[config.mk]
export PLATFORM = sky130hd
export DESIGN_NAME = mem_burst_arbiter
export DESIGN_NICKNAME = d
export VERILOG_FILES = /design/src/rtl/mem_burst_arbiter.sv
export SDC_FILE = /design/constraint.sdc
export NUM_CORES = 1
export LEC_CHECK = 0
export BUFFER_PORTS_ARGS = -buffer_cell sky130_fd_sc_hd__buf_2
export CELL_PAD_IN_SITES_DETAIL_PLACEMENT = 0
export CELL_PAD_IN_SITES_GLOBAL_PLACEMENT = 1
export CORE_AREA = 5 5 318 320
export CTS_BUF_LIST = sky130_fd_sc_hd__clkbuf_8
export DETAILED_ROUTE_END_ITERATION = 8
export DIE_AREA = 0 0 323 325
export PLACE_DENSITY = 0.43
export REMOVE_ABC_BUFFERS = 1
export SKIP_LAST_GASP = 1
export SLEW_MARGIN = 20
export SYNTH_ARGS = -nofsm -noshare
export SYNTH_HDL_FRONTEND = slang
export SYNTH_SLANG_ARGS = --single-unit
[constraint.sdc]
create_clock -name mem_clk -period 9.3 [get_ports mem_clk]
set_input_delay 0.93 -clock mem_clk [delete_from_list [all_inputs] [get_ports mem_clk]]
set_output_delay 0.93 -clock mem_clk [all_outputs]
set_load 0.02 [all_outputs]
[src/rtl/mem_burst_arbiter.sv]
// Round-robin burst arbiter sharing one memory controller port among CH_NUM write/read requester pairs.
// Optional watchdog abort of stalled bursts is compiled in with `define ARB_TIMEOUT_EN.
//
//   state      | meaning
//   -----------+-------------------------------------------------------------
//   S_IDLE     | no burst in flight; round-robin search from r_rr_ptr
//   S_WR_BUSY  | write burst of requester r_gnt_idx in flight until wr_burst_finish
//   S_RD_BUSY  | read burst of requester r_gnt_idx in flight until rd_burst_finish
module mem_burst_arbiter #(
  parameter int MEM_DATA_BITS  = 64,
  parameter int CH_NUM         = 4,
  parameter int TIMEOUT_CYCLES = 4096
) (
  input  logic                            mem_clk,
  input  logic                            rst,
  input  logic [CH_NUM-1:0]               ch_wr_burst_req,
  input  logic [10*CH_NUM-1:0]            ch_wr_burst_len,
  input  logic [24*CH_NUM-1:0]            ch_wr_burst_addr,
  input  logic [MEM_DATA_BITS*CH_NUM-1:0] ch_wr_burst_data,
  output logic [CH_NUM-1:0]               ch_wr_burst_data_req,
  output logic [CH_NUM-1:0]               ch_wr_burst_finish,
  input  logic [CH_NUM-1:0]               ch_rd_burst_req,
  input  logic [10*CH_NUM-1:0]            ch_rd_burst_len,
  input  logic [24*CH_NUM-1:0]            ch_rd_burst_addr,
  output logic [CH_NUM-1:0]               ch_rd_burst_data_valid,
  output logic [MEM_DATA_BITS-1:0]        ch_rd_burst_data,
  output logic [CH_NUM-1:0]               ch_rd_burst_finish,
  output logic                            wr_burst_req,
  output logic [9:0]                      wr_burst_len,
  output logic [23:0]                     wr_burst_addr,
  input  logic                            wr_burst_data_req,
  output logic [MEM_DATA_BITS-1:0]        wr_burst_data,
  input  logic                            wr_burst_finish,
  output logic                            rd_burst_req,
  output logic [9:0]                      rd_burst_len,
  output logic [23:0]                     rd_burst_addr,
  input  logic                            rd_burst_data_valid,
  input  logic [MEM_DATA_BITS-1:0]        rd_burst_data,
  input  logic                            rd_burst_finish,
  output logic                            timeout_err
);

  localparam int unsigned NREQ = 2 * CH_NUM;
  localparam int          IW   = $clog2(NREQ);

  typedef enum logic [1:0] {
    S_IDLE    = 2'd0,
    S_WR_BUSY = 2'd1,
    S_RD_BUSY = 2'd2
  } state_t;

  state_t          r_state, w_state_nxt;
  logic [IW-1:0]   r_gnt_idx, w_gnt_nxt;
  logic [IW-1:0]   r_rr_ptr, w_rr_nxt;
  logic [9:0]      r_len, w_len_nxt;
  logic [23:0]     r_addr, w_addr_nxt;
  logic [NREQ-1:0] w_req;
  logic            w_win_found;
  logic [IW-1:0]   w_win_idx, w_win_ch, w_gnt_ch, w_gnt_inc;
  logic [9:0]      w_win_len;
  logic [23:0]     w_win_addr;

  // Modulo-NREQ add; NREQ need not be a power of two.
  function automatic logic [IW-1:0] wrap_add(input logic [IW-1:0] base, input int unsigned off);
    int unsigned s;
    s = 32'(base) + off;
    if (s >= NREQ) s = s - NREQ;
    return s[IW-1:0];
  endfunction

  always_comb begin
    for (int unsigned c = 0; c < CH_NUM; c++) begin
      w_req[2*c]   = ch_wr_burst_req[c];
      w_req[2*c+1] = ch_rd_burst_req[c];
    end
  end

  always_comb begin
    w_win_found = 1'b0;
    w_win_idx   = '0;
    for (int unsigned i = 0; i < NREQ; i++) begin
      if (!w_win_found && w_req[wrap_add(r_rr_ptr, i)]) begin
        w_win_found = 1'b1;
        w_win_idx   = wrap_add(r_rr_ptr, i);
      end
    end
  end

  assign w_win_ch  = w_win_idx >> 1;
  assign w_gnt_ch  = r_gnt_idx >> 1;
  assign w_gnt_inc = wrap_add(r_gnt_idx, 1);

  always_comb begin
    w_win_len  = '0;
    w_win_addr = '0;
    for (int unsigned c = 0; c < CH_NUM; c++) begin
      if (w_win_ch == IW'(c)) begin
        w_win_len  = w_win_idx[0] ? ch_rd_burst_len[10*c +: 10]  : ch_wr_burst_len[10*c +: 10];
        w_win_addr = w_win_idx[0] ? ch_rd_burst_addr[24*c +: 24] : ch_wr_burst_addr[24*c +: 24];
      end
    end
  end

`ifdef ARB_TIMEOUT_EN
  localparam int TW = $clog2(TIMEOUT_CYCLES + 1);
  logic [TW-1:0] r_tmo_cnt;
  logic          r_timeout_err, w_timeout_nxt;
  logic          w_tmo_hit;

  assign w_tmo_hit = (r_tmo_cnt == TW'(TIMEOUT_CYCLES - 1));

  // Held at zero while idle so every burst starts counting from zero.
  always_ff @(posedge mem_clk) begin
    if (rst || r_state == S_IDLE) r_tmo_cnt <= '0;
    else                          r_tmo_cnt <= r_tmo_cnt + TW'(1);
  end

  always_ff @(posedge mem_clk) begin
    if (rst) r_timeout_err <= 1'b0;
    else     r_timeout_err <= w_timeout_nxt;
  end

  assign timeout_err = r_timeout_err;
`else
  assign timeout_err = 1'b0;
`endif

  always_comb begin
    w_state_nxt = r_state;
    w_gnt_nxt   = r_gnt_idx;
    w_rr_nxt    = r_rr_ptr;
    w_len_nxt   = r_len;
    w_addr_nxt  = r_addr;
`ifdef ARB_TIMEOUT_EN
    w_timeout_nxt = 1'b0;
`endif
    case (r_state)
      S_IDLE: begin
        if (w_win_found) begin
          w_gnt_nxt   = w_win_idx;
          w_len_nxt   = w_win_len;
          w_addr_nxt  = w_win_addr;
          w_state_nxt = w_win_idx[0] ? S_RD_BUSY : S_WR_BUSY;
        end
      end
      S_WR_BUSY: begin
        if (wr_burst_finish) begin
          w_state_nxt = S_IDLE;
          w_rr_nxt    = w_gnt_inc;
        end
`ifdef ARB_TIMEOUT_EN
        else if (w_tmo_hit) begin
          w_state_nxt   = S_IDLE;
          w_rr_nxt      = w_gnt_inc;
          w_timeout_nxt = 1'b1;
        end
`endif
      end
      S_RD_BUSY: begin
        if (rd_burst_finish) begin
          w_state_nxt = S_IDLE;
          w_rr_nxt    = w_gnt_inc;
        end
`ifdef ARB_TIMEOUT_EN
        else if (w_tmo_hit) begin
          w_state_nxt   = S_IDLE;
          w_rr_nxt      = w_gnt_inc;
          w_timeout_nxt = 1'b1;
        end
`endif
      end
      default: w_state_nxt = S_IDLE;
    endcase
  end

  always_ff @(posedge mem_clk) begin
    if (rst) begin
      r_state   <= S_IDLE;
      r_gnt_idx <= '0;
      r_rr_ptr  <= '0;
      r_len     <= '0;
      r_addr    <= '0;
    end else begin
      r_state   <= w_state_nxt;
      r_gnt_idx <= w_gnt_nxt;
      r_rr_ptr  <= w_rr_nxt;
      r_len     <= w_len_nxt;
      r_addr    <= w_addr_nxt;
    end
  end

  assign wr_burst_req     = (r_state == S_WR_BUSY);
  assign rd_burst_req     = (r_state == S_RD_BUSY);
  assign wr_burst_len     = r_len;
  assign wr_burst_addr    = r_addr;
  assign rd_burst_len     = r_len;
  assign rd_burst_addr    = r_addr;
  assign ch_rd_burst_data = rd_burst_data;

  // Zero-latency steering: only the granted channel of the active type sees handshakes.
  always_comb begin
    wr_burst_data = '0;
    for (int unsigned c = 0; c < CH_NUM; c++) begin
      ch_wr_burst_data_req[c]   = (w_gnt_ch == IW'(c)) && wr_burst_req && wr_burst_data_req;
      ch_wr_burst_finish[c]     = (w_gnt_ch == IW'(c)) && wr_burst_req && wr_burst_finish;
      ch_rd_burst_data_valid[c] = (w_gnt_ch == IW'(c)) && rd_burst_req && rd_burst_data_valid;
      ch_rd_burst_finish[c]     = (w_gnt_ch == IW'(c)) && rd_burst_req && rd_burst_finish;
      if (w_gnt_ch == IW'(c)) wr_burst_data = ch_wr_burst_data[MEM_DATA_BITS*c +: MEM_DATA_BITS];
    end
  end

endmodule

After elaboration in Yosys (flattened, before gate mapping)
Cells that the tools add are included.
Storage, ports and cells
  register bits after elaboration: 42
  logic and storage cells: 164
  output and inout bits: 215
  bits of input ports: 606
Operators by class
  equality and inequality tests: 11
  magnitude comparators: 17
  multiplexer cells: 69
  reduce and logical (&&, ||, !) cells: 45
  add/sub/neg operators: 17
Operators by type and width (number)
  $mux W64: 4
  $mux W24: 8
  $mux W10: 8
  $mux W3: 19
  $ge A4 B4 Y1 const B: 8
  $lt A3 B4 Y1 const B: 8
  $logic_and A1 B1 Y1: 31
  $sub A3 B1 Y3 const B: 9
  $bmux W1 S3: 8
  $add A3 B3 Y4 const B: 4
  $mux W1: 16
  $eq A2 B2 Y1 const B: 5
  $add A3 B1 Y4 const B: 2
  $add A3 B2 Y4 const B: 2
  $mux W2: 4
  $logic_not A1 Y1: 7
  $eq A2 B1 Y1 const B: 3
  $logic_not A3 Y1: 2
  $pmux W2 S3: 1
  $pmux W3 S2: 1
  $reduce_and A3 Y1: 2
  $ge A3 B4 Y1 const B: 1
  $ne A2 B1 Y1 const B: 2
  $logic_not A2 Y1: 1
  other kinds (3): 3

Longest topological paths before layout
  word-level depth: 31
  gate-level depth with buffers: 19
  depth with buffers taken out: 12

Least setup slack after synthesis
No wires, ideal clock.
  kind: reg2reg
  start: register r_rr_ptr[1]
  end: register r_addr[16] (netlist: rd_burst_addr[16])
  arrival time: 4.489 ns
  path buffers: 7
  slack: 4.689 ns
  stages on the path, launching flop included: 20
  setup time: 0.122 ns
  path through: dfxtp_1 clkbuf_2 buf_4 clkbuf_1 inv_1 ha_1 buf_6 buf_6 mux2_4 mux4_2 or4_1 a21oi_1 o21ai_1 a211oi_4 or2_4 buf_12 buf_4 mux2i_1 mux2i_1 a221o_1
On the way
  cells in the longest elaborated chain, start to end: 31
RTL lines
  start: declaration: RTL line 54  | logic [IW-1:0] r_rr_ptr, w_rr_nxt;
  start signal: assignment: RTL line 186  | r_rr_ptr <= w_rr_nxt;
  branches (longest 31 deep; another with $add A3 B1 Y4)
  end signal: assignment: RTL line 188  | r_addr <= w_addr_nxt;
  end: declaration: RTL line 56  | logic [23:0] r_addr, w_addr_nxt;
Several ways; the timed one is not identified. The select of a mux whose other input is x is not followed.
A chain may end at the register's enable or synchronous reset.

Worst setup path in the final report
  start: register r_rr_ptr[0]
  end: register r_addr[10] (netlist: rd_burst_addr[10])
Same word-level chain as after synthesis.

==> results.rst <==
.. list-table::
   :header-rows: 1

   * - Metric
     - Value
   * - Core area
     - roughly 100000 um2
   * - Longest Clk Path Bufs
     - 2
   * - Reg2reg end
     - rd_burst_addr[10]
   * - Top achievable clock speed
     - 164 MHz
   * - Final total power
     - 3.77 mW
   * - Critical path type
     - flop to flop
   * - Clock tree from TritonCTS
     - yes
   * - CTS Root Buffer Type
     - clkbuf_8
   * - Crit-path slowest cell
     - ha_1
   * - Layout Cells excl Fill
     - about 2700
   * - Post-synthesis async set-or-reset flop share
     - 0
   * - Main flop type after synthesis
     - dfxtp_1
   * - Area leader, netlist
     - mux4_2
   * - Hold-critical path depth
     - 2
   * - Post-route cell area
     - 12000 um2
   * - Standard-cell rows
     - 115
   * - Number of vias after detailed routing
     - between 10000 and 15000
   * - Number of synthesis warnings
     - 0
   * - Sum of negative setup slack
     - 0 ns
   * - Total of flip-flops plus latches after synthesis
     - 42
   * - Die area
     - between 100000 and 150000 um2
   * - Instance area at placement
     - 11900 um2
   * - RePlAce Congestion
     - 0.945
   * - Port Buffers
     - between 600 and 700
   * - Aggregate global-route resource usage
     - 0.136
   * - Startpoint of the most critical register-to-register path
     - r_rr_ptr[0]
   * - Portion of the clock cycle consumed by the worst path in the final layout
     - 0.655
   * - Horizontal die dimension
     - between 300 and 400 um
   * - Starting density of the core
     - 0.0792
   * - Data arrival, critical path
     - approximately 6.3 ns
   * - Number of antenna violations at the first check in global routing
     - 65
   * - Crit start category
     - flop
   * - Number of cells on the worst reg-to-reg path
     - 13
   * - NumNets Final
     - 1992
   * - Least-Margin Pin Slew
     - approximately 1.1 ns
   * - Detailed placer's ending HPWL
     - around 66000 um
   * - Commonest cells in the synthesized netlist
     - 104 x buf_4, 76 x mux4_2, 73 x mux2i_1
   * - Number of DRC violations after detailed-routing iteration 0
     - around 670
   * - Post-synth top area share
     - 0.221
   * - Number of placed instances with taps included
     - 2663
   * - Final Hold Violating Endpoints
     - 0
   * - Drt wl/cell
     - roughly 28 um
   * - Crit path capture type
     - flop
   * - Synthesized cell area
     - approximately 7800 um2
   * - Die boundary height
     - 325 um
   * - Capture endpoint of the worst hold path
     - rd_burst_len[0]
   * - Worst hold start
     - rd_burst_len[0]
   * - Clock H-tree levels
     - 2
   * - Residual antenna-violating net count after detailed routing
     - 0
   * - Outcome
     - complete, no violations
   * - CTS buffer count
     - 5
   * - Flop2flop setup slack
     - around 3.2 ns
   * - Pre-Repair DR Iteration Count
     - 5
   * - Worst hold slack after final layout
     - about 0.53 ns
   * - Layout overhead on the synthesized area
     - 54.9%
   * - Remaining Overflow, GRT
     - 0
   * - Post-CTS repair timing setup buffer count
     - 0
   * - Hold Path Class
     - flop to flop
   * - Post_cts resized
     - 0
   * - Crit path cell chain
     - buf_4, inv_2, ha_1, mux4_2, or3_1, a21oi_1, o21ai_1, o22a_1, o22ai_1, or2_4, nand2b_1, o221ai_1, a211oi_1
   * - Synth top area cells
     - mux4_2 22%, dfxtp_1 11%, buf_4 10%
   * - Vias in the first global route
     - about 11000
   * - Final critical-path required period
     - approximately 6.1 ns
   * - Clock transition time at the flip-flop clock pins of the worst setup and hold paths
     - between 0.1 and 0.15 ns
   * - Clock network latency to the later pin of the worst-skew pair
     - around 0.37 ns
   * - Final number of setup-violating endpoints
     - 0
   * - Critical Path RT
     - 9.52 ns
   * - Post-synthesis average cell area
     - 9.10 um2
   * - Clock net sink count
     - 42
   * - Worst-path fanout max
     - 38
   * - Post-detailed-route via-to-cell ratio
     - around 3.8
   * - Most common cell in the synthesized netlist
     - buf_4
   * - Number of synthesized flops with an enable pin
     - 0
   * - CP peak stage delay
     - approximately 0.81 ns
   * - Maximum clock skew at final layout
     - approximately 0.035 ns
   * - Number of hold buffers added after CTS
     - 0
   * - Max cap viols
     - 0
   * - Share of synthesized area occupied by flip-flops and latches
     - 0.108
   * - Global-route wire length before repair
     - about 100000 um
   * - PD cells
     - 314 nW/um2
   * - Unique cell type count in the Yosys netlist
     - 62
   * - Largest net degree at the start of global routing
     - 55
   * - Number of cells produced by synthesis
     - about 850
   * - Worst IR Drop VDD
     - 0.160 mV
   * - Proportion of layout cells with a drive suffix above 1
     - 0.634
   * - Sum of routed wire length over all layers
     - about 76000 um
   * - Relative slew slack
     - 0.246
   * - Max Slew Vio Count
     - 0
   * - Unrepaired setup endpoints after global routing
     - no
   * - Top-level port count
     - 821
   * - Detailed-route DRC error count
     - 0
   * - Standby leakage power
     - about 5.3 nW
[registers in the layout (all words and copies together), names as in the netlist]
register / cells
r_gnt_idx: 3
r_rr_ptr: 3
rd_burst_len: 10
r_state: 2
rd_burst_addr: 24
[worst max-delay path by stage]
stage,start,slack (ns),end
finish,r_rr_ptr[0],3.21,rd_burst_addr[10]
global route,r_rr_ptr[0],2.73,rd_burst_addr[10]
CTS,r_rr_ptr[0],3.12,rd_burst_addr[10]
detailed placement,r_rr_ptr[0],3.17,rd_burst_addr[10]
global placement,r_rr_ptr[0],3.18,rd_burst_len[3]
floorplan,r_rr_ptr[1],2.56,rd_burst_addr[11]
[final cells by class]
type / instances / area [um2]
clock buffers: 6 / 82.6
fillers: 11387 / 85800
well taps: 1287 / 1610
clock inverters: 2 / 12.5
inverters: 8 / 30.0
multi-input cells: 615 / 5780
diodes: 14 / 35.0
repair buffers: 711 / 3610
flip-flops and latches: 42 / 848
[routing by layer]
layer | track usage | up-vias | routed length (um)
met4 | 0.0423 | 34 | 2680
li1 | - | 4341 | -
met1 | 0.145 | 4965 | 27100
met2 | 0.243 | 731 | 37900
met3 | 0.0575 | 133 | 8440
met5 | 0.00370 | - | 198
[stage by stage]
step | utilization | worst slack [ns]
after global placement | 0.121 | 3.18
final | 0.123 | 3.21
after global routing | 0.123 | 2.73
after floorplan | - | 2.56
after CTS | 0.122 | 3.12
after detailed placement | 0.121 | 3.17
[report_power, final]
| group | internal (mW) | leakage [nW] | total, mW | switching [mW] |
|---|---|---|---|---|
| combinational | 1.26 | 4.88 | 3.23 | 1.97 |
| clock | 0.0604 | 0.0473 | 0.160 | 0.0993 |
| sequential | 0.258 | 0.350 | 0.375 | 0.117 |
| total | 1.58 | 5.27 | 3.77 | 2.18 |
[cells in the final DEF, fill, tap and decap left out, drive strengths merged, types with 2 or more instances in the layout]
master,n
a211oi,40
a21oi,14
a221o,11
a221oi,2
a2bb2oi,2
a311oi,16
a31oi,2
a32oi,25
and2,7
and3,2
buf,711
clkbuf,6
dfxtp,42
diode,14
ha,3
inv,8
mux2,60
mux2i,73
mux4,76
nand2,51
nand2b,5
nand3,24
nand4,2
nor2,65
nor2b,4
nor3,7
nor3b,2
nor4,21
o211ai,3
o21ai,30
o221ai,19
o22a,3
o22ai,5
o2bb2ai,19
or2,2
or3,4
xnor2,4
[critical path: cells and delay by family (launching register included)]
family                   cells  cell delay [ns]
AND/OR/NAND/NOR              3             1.90
multiplexers                 1             0.58
adder cells (fa/ha/maj)      1             0.81
buffers and inverters        2             0.49
AO/OA/AOI/OAI                6             1.78
flip-flops                   1             0.34
[cell families after synthesis]
logic type	synth area share
flip-flops	0.108
multiplexers	0.403
XOR/XNOR	0.00565
AO/OA/AOI/OAI	0.199
adder cells (fa/ha/maj)	0.00484
buffers and inverters	0.157
AND/OR/NAND/NOR	0.123
other	0.000484
Note: power is estimated with default switching activity, not from simulation.
